### config.mk
export PLATFORM = sky130hd
export DESIGN_NAME = id_ex_stage
export DESIGN_NICKNAME = d
export VERILOG_FILES = /design/src/rtl/id_ex_stage.sv
export SDC_FILE = /design/constraint.sdc
export NUM_CORES = 1
export LEC_CHECK = 0
export BUFFER_PORTS_ARGS = -buffer_cell sky130_fd_sc_hd__buf_2
export CORE_MARGIN = 8
export CORE_UTILIZATION = 44
export CTS_CLUSTER_SIZE = 10
export DETAILED_ROUTE_END_ITERATION = 7
export GPL_TIMING_DRIVEN = 1
export PLACE_DENSITY = 0.86
export SLEW_MARGIN = 0
export SYNTH_ARGS = -nofsm -noshare
export SYNTH_HDL_FRONTEND = slang
export SYNTH_SLANG_ARGS = --single-unit
### constraint.sdc
create_clock -name i_clk -period 2.2 [get_ports i_clk]
set_clock_uncertainty 0.05 [all_clocks]
set_input_delay 0.44 -clock i_clk [delete_from_list [all_inputs] [get_ports i_clk]]
set_output_delay 0.44 -clock i_clk [all_outputs]
set_load 0.05 [all_outputs]
### src/rtl/id_ex_stage.sv
// ID/EX pipeline register and EX operand select with MEM/WB forwarding and load-use bubbles.
// Optional ID_EX_FWD_EN: when undefined, operands are never forwarded and RAW hazards stall instead.
module id_ex_stage #(
  parameter int WIDTH = 32,
  parameter int RADDR = 5
) (
  input  logic             i_clk,
  input  logic             i_rst_n,
  input  logic             i_stall,
  input  logic             i_flush,
  input  logic             i_id_valid,
  input  logic [WIDTH-1:0] i_id_rs_data,
  input  logic [WIDTH-1:0] i_id_rt_data,
  input  logic [WIDTH-1:0] i_id_imm,
  input  logic [RADDR-1:0] i_id_rs_addr,
  input  logic [RADDR-1:0] i_id_rt_addr,
  input  logic [RADDR-1:0] i_id_rd_addr,
  input  logic [4:0]       i_id_shamt,
  input  logic [3:0]       i_id_alu_ctrl,
  input  logic             i_id_alu_src,
  input  logic             i_id_shift_imm,
  input  logic             i_id_uses_rt,
  input  logic             i_id_reg_write,
  input  logic             i_id_mem_read,
  input  logic             i_id_mem_write,
  input  logic             i_id_mem_to_reg,
  input  logic             i_mem_reg_write,
  input  logic [RADDR-1:0] i_mem_rd_addr,
  input  logic [WIDTH-1:0] i_mem_result,
  input  logic             i_wb_reg_write,
  input  logic [RADDR-1:0] i_wb_rd_addr,
  input  logic [WIDTH-1:0] i_wb_result,
  output logic [WIDTH-1:0] o_src1,
  output logic [WIDTH-1:0] o_alu_mux,
  output logic [3:0]       o_alu_ctrl,
  output logic [WIDTH-1:0] o_store_data,
  output logic             o_ex_valid,
  output logic             o_ex_reg_write,
  output logic             o_ex_mem_read,
  output logic             o_ex_mem_write,
  output logic             o_ex_mem_to_reg,
  output logic [RADDR-1:0] o_ex_rd_addr,
  output logic             o_hazard_stall
);
  typedef struct packed {
    logic             valid;
    logic [WIDTH-1:0] rs_data;
    logic [WIDTH-1:0] rt_data;
    logic [WIDTH-1:0] imm;
    logic [RADDR-1:0] rs_addr;
    logic [RADDR-1:0] rt_addr;
    logic [RADDR-1:0] rd_addr;
    logic [4:0]       shamt;
    logic [3:0]       alu_ctrl;
    logic             alu_src;
    logic             shift_imm;
    logic             reg_write;
    logic             mem_read;
    logic             mem_write;
    logic             mem_to_reg;
  } ex_t;

  ex_t ex, id;

  always_comb begin
    id.valid      = i_id_valid;
    id.rs_data    = i_id_rs_data;
    id.rt_data    = i_id_rt_data;
    id.imm        = i_id_imm;
    id.rs_addr    = i_id_rs_addr;
    id.rt_addr    = i_id_rt_addr;
    id.rd_addr    = i_id_rd_addr;
    id.shamt      = i_id_shamt;
    id.alu_ctrl   = i_id_alu_ctrl;
    id.alu_src    = i_id_alu_src;
    id.shift_imm  = i_id_shift_imm;
    id.reg_write  = i_id_reg_write;
    id.mem_read   = i_id_mem_read;
    id.mem_write  = i_id_mem_write;
    id.mem_to_reg = i_id_mem_to_reg;
  end

  // ID source match against a writer's destination; register 0 never creates a dependency
  logic ex_hit, load_use, raw;
  assign ex_hit   = (ex.rd_addr != '0) &&
                    (ex.rd_addr == i_id_rs_addr || (i_id_uses_rt && ex.rd_addr == i_id_rt_addr));
  assign load_use = ex.valid & ex.mem_read & ex_hit;

  logic [1:0][RADDR-1:0] src_addr;
  logic [1:0][WIDTH-1:0] src_data, fwd;
  assign src_addr = {ex.rt_addr, ex.rs_addr};
  assign src_data = {ex.rt_data, ex.rs_data};

`ifdef ID_EX_FWD_EN
  assign raw = load_use;

  for (genvar s = 0; s < 2; s++) begin : g_fwd
    logic mem_m, wb_m;
    assign mem_m  = i_mem_reg_write && i_mem_rd_addr != '0 && i_mem_rd_addr == src_addr[s];
    assign wb_m   = i_wb_reg_write  && i_wb_rd_addr  != '0 && i_wb_rd_addr  == src_addr[s];
    assign fwd[s] = mem_m ? i_mem_result : (wb_m ? i_wb_result : src_data[s]);
  end
`else
  logic mem_hit;
  assign mem_hit = i_mem_reg_write && (i_mem_rd_addr != '0) &&
                   (i_mem_rd_addr == i_id_rs_addr || (i_id_uses_rt && i_mem_rd_addr == i_id_rt_addr));
  // WB needs no stall: the register file is write-first
  assign raw = load_use | (ex.valid & ex.reg_write & ex_hit) | mem_hit;

  for (genvar s = 0; s < 2; s++) begin : g_fwd
    assign fwd[s] = src_data[s];
  end

  logic unused_nofwd;
  assign unused_nofwd = ^{i_mem_result, i_wb_reg_write, i_wb_rd_addr, i_wb_result, src_addr};
`endif

  assign o_hazard_stall = i_id_valid & raw & ~i_flush;

  always_ff @(posedge i_clk or negedge i_rst_n) begin
    if (!i_rst_n)            ex <= '0;
    else if (i_flush)        ex <= '0;
    else if (i_stall)        ex <= ex;
    else if (o_hazard_stall) ex <= '0;
    else                     ex <= id;
  end

  assign o_src1          = ex.shift_imm ? fwd[1] : fwd[0];
  assign o_alu_mux       = ex.shift_imm ? {{(WIDTH-5){1'b0}}, ex.shamt} :
                           (ex.alu_src ? ex.imm : fwd[1]);
  assign o_store_data    = fwd[1];
  assign o_alu_ctrl      = ex.alu_ctrl;
  assign o_ex_valid      = ex.valid;
  assign o_ex_reg_write  = ex.reg_write;
  assign o_ex_mem_read   = ex.mem_read;
  assign o_ex_mem_write  = ex.mem_write;
  assign o_ex_mem_to_reg = ex.mem_to_reg;
  assign o_ex_rd_addr    = ex.rd_addr;
endmodule

======== After elaboration in Yosys (flattened, before gate mapping) ========
Cells that the tools add are included.
word-level totals
  register bits ........................... 117
  output and inout bits ................... 111
  word-level logic and storage cells ...... 42
  bits of input ports ..................... 208
cells by class
  bitwise logic cells ..................... 9
  equality and inequality tests ........... 5
  reduce and logical (&&, ||, !) cells .... 9
  muxes and demuxes ....................... 6
operator list
  cell                                                                      count
  127-bit 2-to-1 mux                                                        3
  32-bit 2-to-1 mux                                                         3
  5-bit equality test                                                       4
  5-bit nonzero test                                                        2
  1-bit AND                                                                 6
  1-bit logical AND                                                         5
  1-bit logical OR                                                          2
  2-bit by 1-bit inequality test with 1-bit output (second input constant)  1
  1-bit bitwise OR                                                          2
  1-bit NOT                                                                 1

======== Longest topological paths before layout ========
  depth in word-level cells ............... 12
  depth in mapped cells ................... 7
  gate-level depth less buffers ........... 5

======== Least setup slack after synthesis ========
OpenSTA, ideal clock, no wires.
  path type ............................... register -> output
  from .................................... reg ex[5] (netlist bit)
  to ...................................... out o_alu_mux[3]
  path slack .............................. -540 ps
  data required time ...................... 1710 ps
  cell stages (with the launch flop) ...... 5
  data arrival time ....................... 2250 ps
  path buffers ............................ 2
  path through ............................ dfrtp_1 clkbuf_1 clkbuf_1 mux2i_1 o21ai_0
on the way
  longest elaborated chain between the ends .. 2
RTL lines
  item                    line  text
  start, declared         63    ex_t ex, id;
  start signal, assigned  125   else ex <= id;
  32-bit 2-to-1 mux       130   (ex.alu_src ? ex.imm : fwd[1]);
  32-bit 2-to-1 mux       129   assign o_alu_mux = ex.shift_imm ? {{(WIDTH-5){1'b0}}, ex.shamt} :
  end, declared           34    output logic [WIDTH-1:0] o_alu_mux,
No other way between the ends.

======== Final worst setup path ========
  from .................................... reg ex, in the netlist o_ex_rd_addr[1]
  to ...................................... out o_hazard_stall
on the way
  longest elaborated chain between the ends .. 9
  elaborated cells between the ends (all ways) .. 12
  classes of those cells .................. eq/ne (2); bitwise (6); reduce/logical (4)
RTL lines
  item                                 line     text
  5-bit equality test                  86       (ex.rd_addr == i_id_rs_addr || (i_id_uses_rt && ex.rd_addr == i_id_rt_addr));
  1-bit logical AND                    86
  1-bit logical OR                     86
  1-bit logical AND *                  85       assign ex_hit = (ex.rd_addr != '0) &&
  1-bit AND, on equally long branches  87, 108
  1-bit bitwise OR * (2 in a row)      108      assign raw = load_use | (ex.valid & ex.reg_write & ex_hit) | mem_hit;
  1-bit AND * (2 in a row)             118      assign o_hazard_stall = i_id_valid & raw & ~i_flush;
  end, declared                        43       output logic o_hazard_stall
Every way passes the cells marked *; elsewhere a longest branch is shown, timed or not.

==> summary.txt <==
I/O Pins: 319
Synth Area in Compound Gates: 19.7%
Htree depth: 4
Post-synth top area share: 52.5%
Mapped Area: 5580 µm²
CTS clk-pin slew, worst paths: 0.06 ns
Status: finished with violations
CP Cell Sequence: xnor2_1 > nand3_1 > o22ai_2 > a32oi_2 > nor3b_4 > buf_6
Initial antenna violation count: 1
Pwr Density: 844 nW/µm²
Sw Share: 30.0%
Largest family of logic cells by synthesized area: compound AO/OA/AOI/OAI gates
Fin. Hold Viols: 0
Synth Area in Adders: 0%
HP Class: input port to async pin
Sequential cell area fraction in the yosys report: 52.5%
Setup ws final: -0.190 ns
Setup crit end kind: output port
GRT Residual Overflow: 0
Combinational power share: 21.2%
Design area: 7960 µm²
Core area: 12500 µm²
Biggest register: ex
Clock share of power: 43.4%
Most frequent cells after synthesis: dfrtp_1, a22o_1, buf_4
Post-route ant nets: 0
Synthesis-stage register bit count: 117
Drt first-iter violations: 407
Die X: 129 µm
Worst EP arrival: 1.90 ns
WP data required: 1.71 ns
CTS tree: yes
Clock root buffer: clkbuf_16
Synthesized Nets: 667
Routed length on met2: 8920 µm
Pre-CTS setup slack: -0.0763 ns
Layout area overhead: 42.8%
RSZ-0062 raised after global routing: yes
Final period utilization: 109%
Most common flop cell mapped by yosys: dfrtp_1
FILL cells: 963
Min Tclk post-route: 2.39 ns
Largest area contributor in the netlist: dfrtp_1
Leakage Power: 4.10 nW
GRT Total Usage: 20.0%
Slew HR: 58.5%
Netlist cell types: 24
Max-slew violations: 0
Reg area: 2940 µm²
Failing checks: negative setup slack
Mean cell area of the mapped netlist: 12.1 µm²
Max layer used: met5
Number of synthesized flops with an enable pin: 0
Crit-path slowest cell: dfrtp_1
Synth top area cells: dfrtp_1, a22o_1, mux2_2, buf_4, mux2i_1
GPL Wtd Cong: 0.937
Area of the die: 16500 µm²
Design internal power: 4.71 mW
Worst Path Max Fanout: 4
Multi-input gate area: 2350 µm²
FFs w/ async S/R, synth: 100%
Cell Rows: 41
Syn Inst Count: 459
Simple-Gate Fraction of Synth Area: 3.97%
CTS sink cnt: 117
Worst slew pin tran: 0.623 ns
CTS buffer count: 17
WL met1: 7260 µm
Vias per cell: 5.48
DRC: 0
Number of global-route vias before repair: 4943
Multiplexer share of the synthesized area: 12.2%
Setup TNS: -0.684 ns
HPWL after DPL: 11600 µm
Slowest cell delay on critical path: 0.42 ns
Psw: 2.01 mW
XOR/XNOR Fraction of Synth Area: 3.14%
NumNets Final: 888
Max reg flops: 71
Initial Util: 44.6%
Die H: 129 µm
Clock Path Buffers: 2
Final Util: 63.6%
Worst skew pair latency: 0.41 ns
# setup viols final: 11
CP startpoint kind: register
First-pass GRT wire length: 26000 µm
Syn. warnings: 0
Setup CP Type: register to output port
Per-cell routed wire length: 20.9 µm
Max cap viols: 0
I/O Buffers: 248
Share of cells above drive strength 1: 56.3%
Peak supply drop: 0.520 mV
WL final: 18100 µm
Met3 WL post-DR: 1490 µm
DRT Pass-1 Iters: 4
Most frequent cell after synthesis: dfrtp_1
Flop pwr share: 35.5%
Detailed-route via count: 4743
Largest net degree at the start of global routing: 118
R2R Setup Slk: 0.02 ns
Max Freq: 418 MHz
Area after DPL: 6850 µm²
N_diodes: 0
==> final timing paths <==
kind,from,end,cells past startpoint
min,i_rst_n,o_ex_mem_read,2
max in group asynchronous,i_rst_n,ex[4],2
max reg2reg,o_ex_rd_addr[0],o_alu_ctrl[2],8
min reg2reg,ex[125],ex[125],1
max,o_ex_rd_addr[1],o_hazard_stall,6
min in group i_clk,i_id_imm[23],ex[53],2
==> power groups by stage <==
stage                     clock, mW  combinational [mW]  sequential (mW)
after floorplan                   0               0.924             2.40
after global placement            0                1.25             2.41
after detailed placement          0                1.28             2.42
after CTS                      2.95                1.31             2.38
after global routing           3.06                1.49             2.40
final                          2.91                1.42             2.38
==> per-stage QoR <==
| step | total power [mW] | hold WS [ns] | instances |
|---|---|---|---|
| 2_1_floorplan | 3.32 | 0.0944 | 459 |
| 5_1_grt | 6.95 | 0.100 | 865 |
| 6_report | 6.72 | 0.0586 | 865 |
| 4_1_cts | 6.64 | 0.0819 | 853 |
| 3_3_place_gp | 3.66 | 0.434 | 813 |
| 3_5_place_dp | 3.70 | 0.437 | 813 |
==> layer usage <==
metal	up-vias	GRT usage (%)
met5	-	0
met4	2	8.22
met3	40	7.07
met2	234	32.9
met1	2363	23.3
li1	2104	-
==> kinds of logic (layout without fill, tap and decap cells) <==
kind of cell    Yosys count  count (layout)
compound gates          128             128
xor+xnor                 20              20
buf+inv                  78             312
flops                   117             117
mux                      64              64
simple gates             52              52
==> cells in the final DEF (no fill, tap or decap), types with 4 or more instances in the layout <==
master / netlist / final
bufinv_16: 0 / 4
clkinv_2: 0 / 6
clkbuf_16: 0 / 22
mux2_4: 0 / 4
buf_8: 0 / 6
buf_12: 0 / 6
mux2i_1: 32 / 32
dfrtp_1: 117 / 111
dfrtp_2: 0 / 5
buf_6: 0 / 16
xnor2_1: 20 / 17
nor2_2: 0 / 25
nand2_1: 10 / 10
clkbuf_4: 0 / 5
buf_4: 46 / 30
a22o_1: 116 / 116
buf_2: 7 / 212
mux2_2: 32 / 28
o21ai_2: 0 / 4
==> area by class of cell <==
class / instances / share of cell area (%)
sequential: 117 / 36.9
multi-input combinational: 264 / 29.5
timing repair buffer: 280 / 23.1
clock buffer: 18 / 5.51
tap: 172 / 2.70
clock inverter: 14 / 2.31
==> what timing repair did <==
action	4_1_cts	5_1_grt
cloned	0	6
resized for setup	11	99
pin swaps	12	1
setup buffers	8	6
setup endpoints to repair	35	65
hold buffers	0	0
==> worst max-delay path, delay by kind of cell (launching register included) <==
kind	cells	cell delay, ns
DFF	1	0.42
and+or+nand+nor	2	0.35
AOI/OAI and AO/OA	2	0.34
buffers and inverters	1	0.19
xor gates and xnor gates	1	0.18
Note: power is estimated with default switching activity, not from simulation.
